### src/rtl/if_fetch_stage_pkg.sv
// Shared CPU definitions used by the instruction-fetch stage.
package if_fetch_stage_pkg;

  localparam logic [31:0] NOP_INST   = 32'h0000_0000;
  localparam int          WORD_SHIFT = 2;

  typedef enum logic {
    ST_FETCH  = 1'b0,
    ST_HALTED = 1'b1
  } fetch_state_e;

endpackage

### src/rtl/if_fetch_stage_if_id_reg.sv
// IF/ID pipeline register: flush beats load, and with neither asserted the contents hold.
module if_id_reg
  import if_fetch_stage_pkg::*;
(
  input  logic        clk,
  input  logic        rst,
  input  logic        load_i,
  input  logic        flush_i,
  input  logic [31:0] pc_i,
  input  logic [31:0] inst_i,
  output logic [31:0] id_pc_o,
  output logic [31:0] id_pc_plus4_o,
  output logic [31:0] id_inst_o,
  output logic        id_valid_o
);

  logic [31:0] pc_q, pc4_q, inst_q;
  logic        valid_q;

  // A flush only invalidates; the PC fields keep their last value.
  always_ff @(posedge clk or posedge rst) begin
    if (rst) begin
      pc_q    <= '0;
      pc4_q   <= '0;
      inst_q  <= NOP_INST;
      valid_q <= 1'b0;
    end else if (flush_i) begin
      inst_q  <= NOP_INST;
      valid_q <= 1'b0;
    end else if (load_i) begin
      pc_q    <= pc_i;
      pc4_q   <= pc_i + 32'd4;
      inst_q  <= inst_i;
      valid_q <= 1'b1;
    end
  end

  assign id_pc_o       = pc_q;
  assign id_pc_plus4_o = pc4_q;
  assign id_inst_o     = inst_q;
  assign id_valid_o    = valid_q;

endmodule

### src/rtl/if_fetch_stage.sv
// Instruction fetch: PC, halt FSM, redirect/stall priority and the retired-fetch counter.
module if_fetch_stage
  import if_fetch_stage_pkg::*;
#(
  parameter logic [31:0] RESET_PC   = 32'h0000_0000,
  parameter bit          DELAY_SLOT = 1'b0
) (
  input  logic        clk,
  input  logic        rst,
  input  logic        stall,
  input  logic        redirect,
  input  logic [31:0] redirect_pc,
  input  logic        halt,
  output logic [31:0] rom_addr,
  input  logic [31:0] rom_inst,
  output logic [31:0] if_pc,
  output logic [31:0] id_pc,
  output logic [31:0] id_pc_plus4,
  output logic [31:0] id_inst,
  output logic        id_valid,
  output logic        misalign,
  output logic        halted,
  output logic [31:0] fetch_count
);

  fetch_state_e state_q, state_d;
  logic [31:0]  pc_q, pc_d;
  logic [31:0]  cnt_q, cnt_d;
  logic         mis_q, mis_d;
  logic         load, flush;

  // Priority in FETCH: halt > redirect > stall > sequential fetch.
  always_comb begin
    state_d = state_q;
    pc_d    = pc_q;
    mis_d   = mis_q;
    load    = 1'b0;
    flush   = 1'b0;
    case (state_q)
      ST_FETCH: begin
        if (halt) begin
          flush   = 1'b1;
          state_d = ST_HALTED;
        end else if (redirect) begin
          pc_d = {redirect_pc[31:2], 2'b00};
          if (redirect_pc[1:0] != 2'b00) mis_d = 1'b1;
          if (DELAY_SLOT) load  = 1'b1;
          else            flush = 1'b1;
        end else if (!stall) begin
          load = 1'b1;
          pc_d = pc_q + 32'd4;
        end
      end
      default: ;
    endcase
  end

  always_comb begin
    cnt_d = cnt_q;
    if (load) cnt_d = cnt_q + 32'd1;
  end

  always_ff @(posedge clk or posedge rst) begin
    if (rst) begin
      state_q <= ST_FETCH;
      pc_q    <= RESET_PC;
      mis_q   <= 1'b0;
      cnt_q   <= '0;
    end else begin
      state_q <= state_d;
      pc_q    <= pc_d;
      mis_q   <= mis_d;
      cnt_q   <= cnt_d;
    end
  end

  if_id_reg u_if_id (
    .clk          (clk),
    .rst          (rst),
    .load_i       (load),
    .flush_i      (flush),
    .pc_i         (pc_q),
    .inst_i       (rom_inst),
    .id_pc_o      (id_pc),
    .id_pc_plus4_o(id_pc_plus4),
    .id_inst_o    (id_inst),
    .id_valid_o   (id_valid)
  );

  // Purely combinational so the address is stable across the ROM's negedge sample.
  assign rom_addr    = pc_q >> WORD_SHIFT;
  assign if_pc       = pc_q;
  assign misalign    = mis_q;
  assign halted      = (state_q == ST_HALTED);
  assign fetch_count = cnt_q;

endmodule

### config.mk
export PLATFORM = sky130hd
export DESIGN_NAME = if_fetch_stage
export DESIGN_NICKNAME = d
export VERILOG_FILES = /design/src/rtl/if_fetch_stage_pkg.sv /design/src/rtl/if_fetch_stage_if_id_reg.sv /design/src/rtl/if_fetch_stage.sv
export SDC_FILE = /design/constraint.sdc
export NUM_CORES = 1
export LEC_CHECK = 0
export CAP_MARGIN = 20
export CORE_AREA = 8 8 167 169
export CTS_CLUSTER_SIZE = 14
export DETAILED_ROUTE_END_ITERATION = 10
export DIE_AREA = 0 0 175 177
export PLACE_DENSITY_LB_ADDON = 0.25
export SETUP_SLACK_MARGIN = 0.02
export SYNTH_ARGS = -nofsm -noshare
export SYNTH_HDL_FRONTEND = slang
export SYNTH_SLANG_ARGS = --single-unit
export TNS_END_PERCENT = 50
### constraint.sdc
create_clock -name clk -period 5.7 [get_ports clk]
set_input_delay 0.57 -clock clk [delete_from_list [all_inputs] [get_ports clk]]
set_output_delay 0.57 -clock clk [all_outputs]
set_load 0.05 [all_outputs]
==> summary.md <==
| Metric | Value |
|---|---|
| Pwr Density | `277.7 nW/µm²` |
| Via density | `around 4.8` |
| CP dominant cell by count | `buf_4` |
| # diodes | `0` |
| Post-Route WL | `around 26000 µm` |
| HPWL Detailed | `~19000 µm` |
| Max Cap Viol | `0` |
| Worst Hold Class | `flip-flop to flip-flop` |
| Mux share of post-synthesis cell area | `less than 1%` |
| Grt ovf | `0` |
| Clock latency on the worst-skew pair | `around 0.42 ns` |
| DR iter-0 viols | `489` |
| Crit Path Class | `input pin to flip-flop` |
| CP peak stage delay | `~0.6 ns` |
| #FFs+latches synth | `about 160` |
| Post-cts resize count | `0` |
| Hold_buf cts | `0` |
| Achievable Freq | `343.1 MHz` |
| Relative slew margins | `between 20% and 30%` |
| Setup Skew | `around 0.012 ns` |
| Layout cell share with drive strength beyond 1 | `4.796%` |
| Fin. Hold Viols | `0` |
| Worst Path Max Fanout | `55` |
| Post-Syn Area | `~7400 µm²` |
| CTS buffer count | `17` |
| Main combinational cell family by area after synthesis | `simple AND/OR/NAND/NOR gates` |
| Post-route ant nets | `0` |
| Drc violations | `0` |
| Clk slew on worst S/H paths | `roughly 0.070 ns` |
| Vias | `between 6000 and 7000` |
| Critical Path End Type | `flip-flop` |
| Post-synth EDFFs | `0` |
| Register area share after synthesis | `53.09%` |
| Die X | `about 180 µm` |
| Crit path required time | `approximately 6 ns` |
| Ys async rst share | `between 90% and 100%` |
| Total GRT Usage | `roughly 16%` |
| Yosys warns | `0` |
| GP Congestion | `0.8140` |
| Synth Area in XOR/XNOR | `slightly below 7%` |
| Final Setup Violations | `0` |
| Outcome | `complete, no violations` |
| Startpoint types | `input pin` |
| Final worst path period share | `51.14%` |
| Final slew viol count | `0` |
| Clk sinks | `between 150 and 200` |
| Mapped Cells | `approximately 770` |
| Commonest non-fill, non-tap cell in the layout | `clkdlybuf4s50_1` |
| Largest net degree at the start of global routing | `94` |
| Critical Path, Cell by Cell | `clkdlybuf4s50_1 > nor2_1 > buf_4 > inv_1 > nor3_4 > buf_4 > a41oi_1 > o31a_1` |
| Fin crit period | `around 3 ns` |
| Most used DFF post-synth | `dfrtp_1` |
| Placed cell areas | `around 10000 µm²` |
| RSZ-0062 raised after global routing | `no` |
| First-pass iteration count of the detailed router | `5` |
| Chip Height | `between 150 and 200 µm` |
| PortBufs | `255` |
| Root Driver | `clkbuf_16` |
| Synthesis-to-finish area growth | `43.52%` |
| Avg Inst Size Synth | `a little under 10 µm²` |
| Post-CTS Setup Bufs | `0` |
| Global-route wire length before repair | `about 40000 µm` |
| Core box area | `approximately 25000 µm²` |
| Commonest non-fill, non-tap cells in the layout | `clkdlybuf4s50_1, dfrtp_1, nand2_1` |
| Compound-gate portion of the synthesized area | `roughly an eighth` |
| Initial Util | `29.05%` |
| Initial antenna violation count | `0` |
| Post-synthesis simple-gate area fraction | `about a fifth` |
| Yosys cell types | `between 50 and 60` |
| Vias in the first global route | `between 6000 and 7000` |
| VDD IR-drop max | `between 0.0001 and 0.00015 V` |
| Die area | `approximately 31000 µm²` |
| CTS tree | `yes` |
| Crit path DAT | `between 3 and 4 ns` |
| Total power | `2.949 mW` |
| Clock Path Buffers | `2` |
| Nets | `around 1000` |
| Final Cell Area | `10620 µm²` |
| Post-Synth Adder-Cell Area | `0.3382%` |
| Wire per inst | `slightly below 20 µm` |
| Post-route setup TNS | `0 ns` |
| Htree depth | `4` |
| Total I/O pin count | `264` |
| Worst-margin pin slew | `approximately 1.1 ns` |
| Std cell rows | `59` |
| Leakage power | `between 4 and 5 nW` |
| CP max stage cell | `buf_4` |
-- flip-flops by register name, indices dropped and copies added, names as in the netlist --
signal                 flops
u_if_id.id_pc_o           30
u_if_id.id_inst_o         32
fetch_count               32
u_if_id.id_pc_plus4_o     30
if_pc                     30
halted                     1
u_if_id.id_valid_o         1
misalign                   1
-- power by group --
part	switching (mW)	internal [mW]	leakage [nW]
clock network	0.481	0.749	0.308
registers	0.0625	1.16	2.10
logic	0.326	0.173	2.17
-- layer usage --
layer | share of wire, % | track usage, % | up-vias
li1 | - | - | 3012
met1 | 45 | 21.43 | 3050
met2 | 44 | 24.85 | 255
met3 | 9.3 | 6.507 | 22
met4 | 1.2 | 4.239 | 0
met5 | 0 | 0 | -
-- path summary, 6_finish.rpt --
check                           slack (ns)  cells after the start                   endpoint             from
worst min-delay path                  0.47                      1            fetch_count[31]  fetch_count[31]
worst min register to register        0.47                      1            fetch_count[31]  fetch_count[31]
worst max-delay path                  2.79                      8                  if_pc[17]             halt
worst max register to register        2.85                      6                  if_pc[28]         if_pc[2]
max in group asynchronous             3.89                      3         u_if_id.id_valid_o              rst
min in group asynchronous             0.68                      2  u_if_id.id_pc_plus4_o[28]              rst
-- critical path: cells and delay by family --
family | cells | cell delay, ns
buffers and inverters | 4 | 1.54
AND/OR/NAND/NOR | 2 | 0.71
AO/OA/AOI/OAI | 2 | 0.35
-- cell usage after synthesis, drive strengths merged, types with 2 or more instances --
cell     number  area share [%]
o2bb2ai       3            0.36
a2bb2oi       3            0.36
nand4        18             1.5
a311oi        3            0.36
inv          10            0.51
clkbuf       37             1.9
a31oi         2            0.17
or3          10            0.85
xnor2        34             4.0
a211oi        4            0.41
buf          50             4.8
ha            2            0.34
nand2       153             7.8
a22oi         5            0.51
a22o         29             3.4
and2          4            0.34
nor3         20             1.4
nor3b         2            0.20
o22ai         2            0.17
dfrtp       157              53
a41oi         2            0.24
nand3        28             1.9
a21oi        15             1.0
xor2         23             2.7
and3         14             1.2
or4           4            0.46
and4         13             1.5
nor2         37             1.9
o21ai        58             3.9
o31a          2            0.24
nor4          7            0.88
a221oi        2            0.24
o311ai        3            0.36
-- final cells by class --
class / instances / area [µm²]
fill: 2569 / 14850
sequential: 157 / 3929
multi-input combinational: 518 / 2973
timing repair buffer: 263 / 2628
clock buffer: 19 / 442.9
tap: 335 / 419.2
clock inverter: 13 / 186.4
inverter: 10 / 42.54
-- stage by stage --
| stage | worst slack, ns | hold slack [ns] | cells | utilization, % |
|---|---|---|---|---|
| CTS | 2.753 | 0.4754 | 1315 | 41.70 |
| detailed placement | 2.300 | 0.4628 | 1283 | 39.23 |
| finish | 2.785 | 0.4661 | 1315 | 41.70 |
| global placement | 2.339 | 0.4581 | 1282 | 39.12 |
| global route | 2.584 | 0.4883 | 1315 | 41.70 |
| floorplan | 0.8951 | 0.7008 | 772 | - |
-- logic make-up after synthesis --
kind of cell    count (synthesis)
compound gates                139
xor+xnor                       57
mux                             1
fa+ha+maj                       2
simple gates                  311
other cells                     1
buf+inv                        97
flops                         157
Power figures use the tool's default switching activity.
